==> src/rtl/pattern_gen.sv <==
// Pattern generator: up/down count, walking-one or Gray words on a valid/ready output.
// Define PATTERN_GEN_ONESHOT_EN to stop after one full pattern period per start.
module pattern_gen #(
    parameter int WIDTH = 8,
    parameter int DIV   = 1
) (
    input  logic             clk,
    input  logic             rst,
    input  logic             start,
    input  logic             stop,
    input  logic [1:0]       mode,
    input  logic             out_ready,
    output logic             out_valid,
    output logic [WIDTH-1:0] out_data,
    output logic             busy,
    output logic             wrapped,
    output logic [1:0]       dbg_state
);

    // Handshake: a word transfers in any cycle where out_valid and out_ready
    // are both high; once raised, out_valid and out_data hold until that cycle.
    localparam logic [1:0] IDLE    = 2'd0;
    localparam logic [1:0] PRESENT = 2'd1;
    localparam logic [1:0] GAP     = 2'd2;

    localparam logic [7:0] GAP_LAST = (DIV > 1) ? 8'(DIV - 2) : 8'd0;

    logic [1:0]       state;
    logic [1:0]       mode_q;
    logic [WIDTH-1:0] bin;
    logic [7:0]       presc;
    logic             stop_pend;

    logic             accept;
    logic             last_word;
    logic             oneshot_end;
    logic [WIDTH-1:0] next_bin;
    logic [WIDTH-1:0] next_data;
    logic [WIDTH-1:0] seed_data;

    assign accept    = (state == PRESENT) && out_ready;
    assign out_valid = (state == PRESENT);
    assign busy      = (state != IDLE);
    assign wrapped   = accept && last_word;
    assign dbg_state = state;

`ifdef PATTERN_GEN_ONESHOT_EN
    assign oneshot_end = last_word;
`else
    assign oneshot_end = 1'b0;
`endif

    always_comb begin
        next_bin  = bin + WIDTH'(1);
        next_data = out_data;
        last_word = 1'b0;
        case (mode_q)
            2'b00: begin
                next_data = out_data + WIDTH'(1);
                last_word = (out_data == {WIDTH{1'b1}});
            end
            2'b01: begin
                next_data = out_data - WIDTH'(1);
                last_word = (out_data == '0);
            end
            2'b10: begin
                next_data = {out_data[WIDTH-2:0], out_data[WIDTH-1]};
                last_word = out_data[WIDTH-1];
            end
            default: begin
                next_data = next_bin ^ (next_bin >> 1);
                last_word = (bin == {WIDTH{1'b1}});
            end
        endcase
    end

    always_comb begin
        seed_data = '0;
        case (mode)
            2'b01:   seed_data = {WIDTH{1'b1}};
            2'b10:   seed_data = WIDTH'(1);
            default: seed_data = '0;
        endcase
    end

    always_ff @(posedge clk or posedge rst) begin
        if (rst) begin
            state     <= IDLE;
            mode_q    <= 2'b00;
            out_data  <= '0;
            bin       <= '0;
            presc     <= 8'd0;
            stop_pend <= 1'b0;
        end else begin
            case (state)
                IDLE: begin
                    if (start && !stop) begin
                        state     <= PRESENT;
                        mode_q    <= mode;
                        out_data  <= seed_data;
                        bin       <= '0;
                        presc     <= 8'd0;
                        stop_pend <= 1'b0;
                    end
                end
                PRESENT: begin
                    if (accept) begin
                        // out_data keeps the last transferred word when leaving for IDLE or GAP
                        if (stop || stop_pend || oneshot_end) begin
                            state     <= IDLE;
                            stop_pend <= 1'b0;
                        end else if (DIV == 1) begin
                            out_data <= next_data;
                            bin      <= next_bin;
                        end else begin
                            state <= GAP;
                            presc <= 8'd0;
                        end
                    end else if (stop) begin
                        stop_pend <= 1'b1;
                    end
                end
                GAP: begin
                    if (stop) begin
                        state <= IDLE;
                    end else if (presc == GAP_LAST) begin
                        state    <= PRESENT;
                        out_data <= next_data;
                        bin      <= next_bin;
                    end else begin
                        presc <= presc + 8'd1;
                    end
                end
                default: state <= IDLE;
            endcase
        end
    end

endmodule

==> config.mk <==
export PLATFORM = sky130hd
export DESIGN_NAME = pattern_gen
export DESIGN_NICKNAME = d
export VERILOG_FILES = /design/src/rtl/pattern_gen.sv
export SDC_FILE = /design/constraint.sdc
export NUM_CORES = 1
export LEC_CHECK = 0
export BUFFER_PORTS_ARGS = -buffer_cell sky130_fd_sc_hd__buf_2
export CAP_MARGIN = 40
export CORE_ASPECT_RATIO = 0.75
export CORE_UTILIZATION = 35
export CTS_CLUSTER_DIAMETER = 60
export DETAILED_ROUTE_END_ITERATION = 12
export SLEW_MARGIN = 30
export SYNTH_ARGS = -nofsm -noshare
export SYNTH_HDL_FRONTEND = slang
export SYNTH_SLANG_ARGS = --single-unit
==> constraint.sdc <==
create_clock -name clk -period 5.1 [get_ports clk]
set_input_delay 0.255 -clock clk [delete_from_list [all_inputs] [get_ports clk]]
set_output_delay 0.255 -clock clk [all_outputs]
set_load 0.02 [all_outputs]
==> impl_metrics.prom <==
# TYPE chip_impl_metric gauge
chip_impl_metric{name="gp_congestion",unit=""} 0.860
chip_impl_metric{name="ffs_latches_synth",unit=""} 20
chip_impl_metric{name="io_buffer_count",unit=""} 18
chip_impl_metric{name="asyncSetResetFlopFracSynth",unit=""} 1.00
chip_impl_metric{name="detail-route-antenna-nets",unit=""} 0
chip_impl_metric{name="endpoint_required_time_on_the_critical_path",unit="ps"} 5240
chip_impl_metric{name="timing.final.ws_setup",unit="ps"} 2700
chip_impl_info{name="clk_root_buffer_cell",value="sky130_fd_sc_hd__clkbuf_8"} 1
chip_impl_metric{name="synth-edff-count",unit=""} 0
chip_impl_metric{name="floorplan.initialDensity",unit=""} 0.368
chip_impl_metric{name="drc_errors",unit=""} 0
chip_impl_info{name="synth.cells.most_frequent",value="sky130_fd_sc_hd__nand2_1 (22), sky130_fd_sc_hd__dfrtp_1 (20), sky130_fd_sc_hd__a21oi_1 (18), sky130_fd_sc_hd__o21ai_0 (18), sky130_fd_sc_hd__nor2_1 (11)"} 1
chip_impl_metric{name="synth_cell_type_count",unit=""} 61
chip_impl_metric{name="route.detailed.vias_per_inst",unit=""} 5.82
chip_impl_metric{name="design.final.nets",unit=""} 268
chip_impl_metric{name="share_of_final_layout_standard_cells_stronger_than_drive_strength_1",unit=""} 0.139
chip_impl_metric{name="dieHeight",unit="um"} 67.3
chip_impl_metric{name="design.die.area",unit="sq um"} 6000
chip_impl_metric{name="layoutNonFillerInstCount",unit=""} 326
chip_impl_metric{name="globalRoute.totalOverflow",unit=""} 0
chip_impl_metric{name="post_synth.cell_area_avg",unit="sq um"} 8.06
chip_impl_info{name="synth_area_leaders",value="sky130_fd_sc_hd__dfrtp_1 (25%), sky130_fd_sc_hd__ha_1 (5.7%), sky130_fd_sc_hd__a21oi_1 (4.5%), sky130_fd_sc_hd__o21ai_0 (4.5%), sky130_fd_sc_hd__nand2_1 (4.1%)"} 1
chip_impl_info{name="cell_with_the_most_instances_after_synthesis",value="sky130_fd_sc_hd__nand2_1"} 1
chip_impl_info{name="critPathKind",value="flip-flop to flip-flop"} 1
chip_impl_metric{name="dr.pass1.iters",unit=""} 4
chip_impl_metric{name="routedWlPerCell",unit="um"} 16.2
chip_impl_metric{name="syn-instance-count",unit=""} 247
chip_impl_metric{name="total_power",unit="mW"} 1.31
chip_impl_info{name="synthDominantAreaCellType",value="sky130_fd_sc_hd__dfrtp_1"} 1
chip_impl_metric{name="timing.final.crit_period",unit="ps"} 2400
chip_impl_metric{name="core-area",unit="sq um"} 5410
chip_impl_metric{name="power.ir.vdd_worst",unit="mV"} 0.249
chip_impl_metric{name="deepest_level_of_the_cts_h_tree",unit=""} 1
chip_impl_info{name="hp-class",value="input port to flip-flop"} 1
chip_impl_metric{name="clkLatencyLatePin",unit="ps"} 270
chip_impl_metric{name="worst_slew_margin_rel",unit=""} 0.565
chip_impl_info{name="worst_setup_ep_type",value="flip-flop"} 1
chip_impl_metric{name="grt_antenna_before_repair",unit=""} 0
chip_impl_info{name="tritoncts",value="yes"} 1
chip_impl_metric{name="tritoncts_num_sinks",unit=""} 20
chip_impl_metric{name="vias",unit=""} 1898
chip_impl_metric{name="rows",unit=""} 23
chip_impl_metric{name="first_pass_grt_wire_length",unit="um"} 8370
chip_impl_metric{name="drv_slew",unit=""} 0
chip_impl_metric{name="final_hold_viol_count",unit=""} 0
chip_impl_metric{name="grt_max_degree",unit=""} 27
chip_impl_metric{name="worst-path-max-fanout",unit=""} 23
chip_impl_metric{name="fin_skew",unit="ps"} 2.50
chip_impl_metric{name="mappedNetlistNets",unit=""} 263
chip_impl_info{name="rsz0062_at_grt",value="false"} 1
chip_impl_metric{name="synthToLayoutAreaGrowth",unit="%"} 7.73
chip_impl_metric{name="clk_path_buf_depth",unit=""} 2
chip_impl_metric{name="fin_tns_setup",unit="ps"} 0
chip_impl_metric{name="drv.max_cap_violation_count",unit=""} 0
chip_impl_metric{name="global_route.usage.total",unit=""} 0.184
chip_impl_metric{name="antenna_cells_inserted",unit=""} 0
chip_impl_metric{name="cts_inserted_buffers",unit=""} 3
chip_impl_info{name="setup.worst_path.start_class",value="flip-flop"} 1
chip_impl_metric{name="chipWidth",unit="um"} 89.1
chip_impl_metric{name="setup-violations-final",unit=""} 0
chip_impl_metric{name="drt_wl_total",unit="um"} 5270
chip_impl_metric{name="dpl.cell_count",unit=""} 319
chip_impl_info{name="dominantRegCellSynth",value="sky130_fd_sc_hd__dfrtp_1"} 1
chip_impl_metric{name="cts.clk_slew.worst_paths",unit="ps"} 80
chip_impl_metric{name="via_count_of_the_first_global_routing_pass",unit=""} 1536
chip_impl_metric{name="yosysWarnings",unit=""} 0
chip_impl_metric{name="finish.utilization",unit=""} 0.397
chip_impl_metric{name="mappedNetlistArea",unit="sq um"} 1990
chip_impl_metric{name="p_leak",unit="nW"} 0.898
chip_impl_metric{name="power_density",unit="nW/um^2"} 608
chip_impl_info{name="run_status",value="completed"} 1
chip_impl_metric{name="place_ws",unit="ps"} 2400
chip_impl_metric{name="hpwl",unit="um"} 3710
chip_impl_metric{name="worst_pin_slew",unit="ps"} 653
chip_impl_metric{name="synth_seq_area_share",unit=""} 0.251
chip_impl_metric{name="synth_top_area_frac",unit=""} 0.251
chip_impl_metric{name="crit_arrival",unit="ps"} 2540
chip_impl_metric{name="fin_crit_sh",unit=""} 0.471
chip_impl_metric{name="drt_first_iter_violations",unit=""} 137
chip_impl_metric{name="max_freq",unit="MHz"} 416
chip_impl_metric{name="num_io_pins",unit=""} 20
## cell usage in the layout (no fill, tap or decap), types with 4 or more instances in the layout
cell,netlist,layout
sky130_fd_sc_hd__dfrtp_1,20,20
sky130_fd_sc_hd__nor3_1,7,7
sky130_fd_sc_hd__xnor2_1,5,5
sky130_fd_sc_hd__a21oi_1,18,18
sky130_fd_sc_hd__nor2_1,11,11
sky130_fd_sc_hd__a21o_1,7,7
sky130_fd_sc_hd__nand2_1,22,22
sky130_fd_sc_hd__inv_1,9,9
sky130_fd_sc_hd__buf_2,8,18
sky130_fd_sc_hd__nand2b_1,4,4
sky130_fd_sc_hd__o31ai_1,4,4
sky130_fd_sc_hd__a31oi_1,9,9
sky130_fd_sc_hd__ha_1,9,9
sky130_fd_sc_hd__clkbuf_8,0,4
sky130_fd_sc_hd__nand4_1,7,7
sky130_fd_sc_hd__a211oi_1,6,6
sky130_fd_sc_hd__o21ai_0,18,18
sky130_fd_sc_hd__nand3_1,7,7
sky130_fd_sc_hd__xor2_1,6,6
## cells by family after synthesis
group | synth area share
AOI/OAI and AO/OA | 0.299
xor gates and xnor gates | 0.0597
adders and majority gates | 0.0565
buffers and inverters | 0.0785
DFF | 0.251
muxes | 0.0207
other | 0.00188
and+or+nand+nor | 0.232
## layout make-up
cell class | instances | area [sq um]
inverters | 9 | 33.8
repair buffers | 22 | 128
flip-flops and latches | 20 | 500
fillers | 583 | 3260
multi-input cells | 196 | 1340
clock buffers | 4 | 55.1
well taps | 75 | 93.8
## power breakdown
| part | internal (mW) | switching [mW] |
|---|---|---|
| logic | 0.332 | 0.484 |
| registers | 0.210 | 0.153 |
| clock network | 0.0689 | 0.0566 |
| total | 0.611 | 0.694 |
## state kept, by name (all words and copies together) (netlist names)
signal     cells
bin            8
stop_pend      1
dbg_state      1
out_data       8
mode_q         2
## repair_timing
action	4_1_cts	5_1_grt
gates resized for setup	0	0
hold buffers	1	0
endpoints found under the hold margin	10	0
setup buffers	0	0
## worst max-delay path, cell delays in order (launching register included)
cell and delay [ps]:
sky130_fd_sc_hd__dfrtp_1 400, sky130_fd_sc_hd__inv_1 120, sky130_fd_sc_hd__ha_1 270, sky130_fd_sc_hd__buf_6 230, sky130_fd_sc_hd__xor2_1 90, sky130_fd_sc_hd__ha_1 260, sky130_fd_sc_hd__nand4bb_1 110, sky130_fd_sc_hd__nand4_1 200
sky130_fd_sc_hd__a211o_1 320, sky130_fd_sc_hd__a31oi_1 210, sky130_fd_sc_hd__o31ai_2 70
## routing by layer
layer	GRT usage	share of wire	vias up
li1	-	-	941
met1	0.310	0.54	896
met2	0.240	0.40	57
met3	0.0257	0.059	4
met4	0.0298	0.0055	0
met5	0	0	-
## path summary, 6_finish.rpt
kind                       cells past startpoint  slack, ps       from          end
setup / recovery                              10       2700  mode_q[1]  out_data[6]
hold / removal                                 2        210  out_ready    stop_pend
min in group asynchronous                      3        520        rst       bin[1]
setup reg to reg                              10       2700  mode_q[1]  out_data[6]
hold reg to reg                                1        560     bin[7]       bin[7]
max in group asynchronous                      4       4130        rst  out_data[1]
## stage by stage
stage / area (sq um) / hold slack (ps)
after floorplan: 1990 / 219
final: 2150 / 214
after detailed placement: 2060 / 283
after CTS: 2130 / 204
after global placement: 2050 / 451
after global routing: 2150 / 221
No activity file was read; power rests on OpenSTA's default activity.
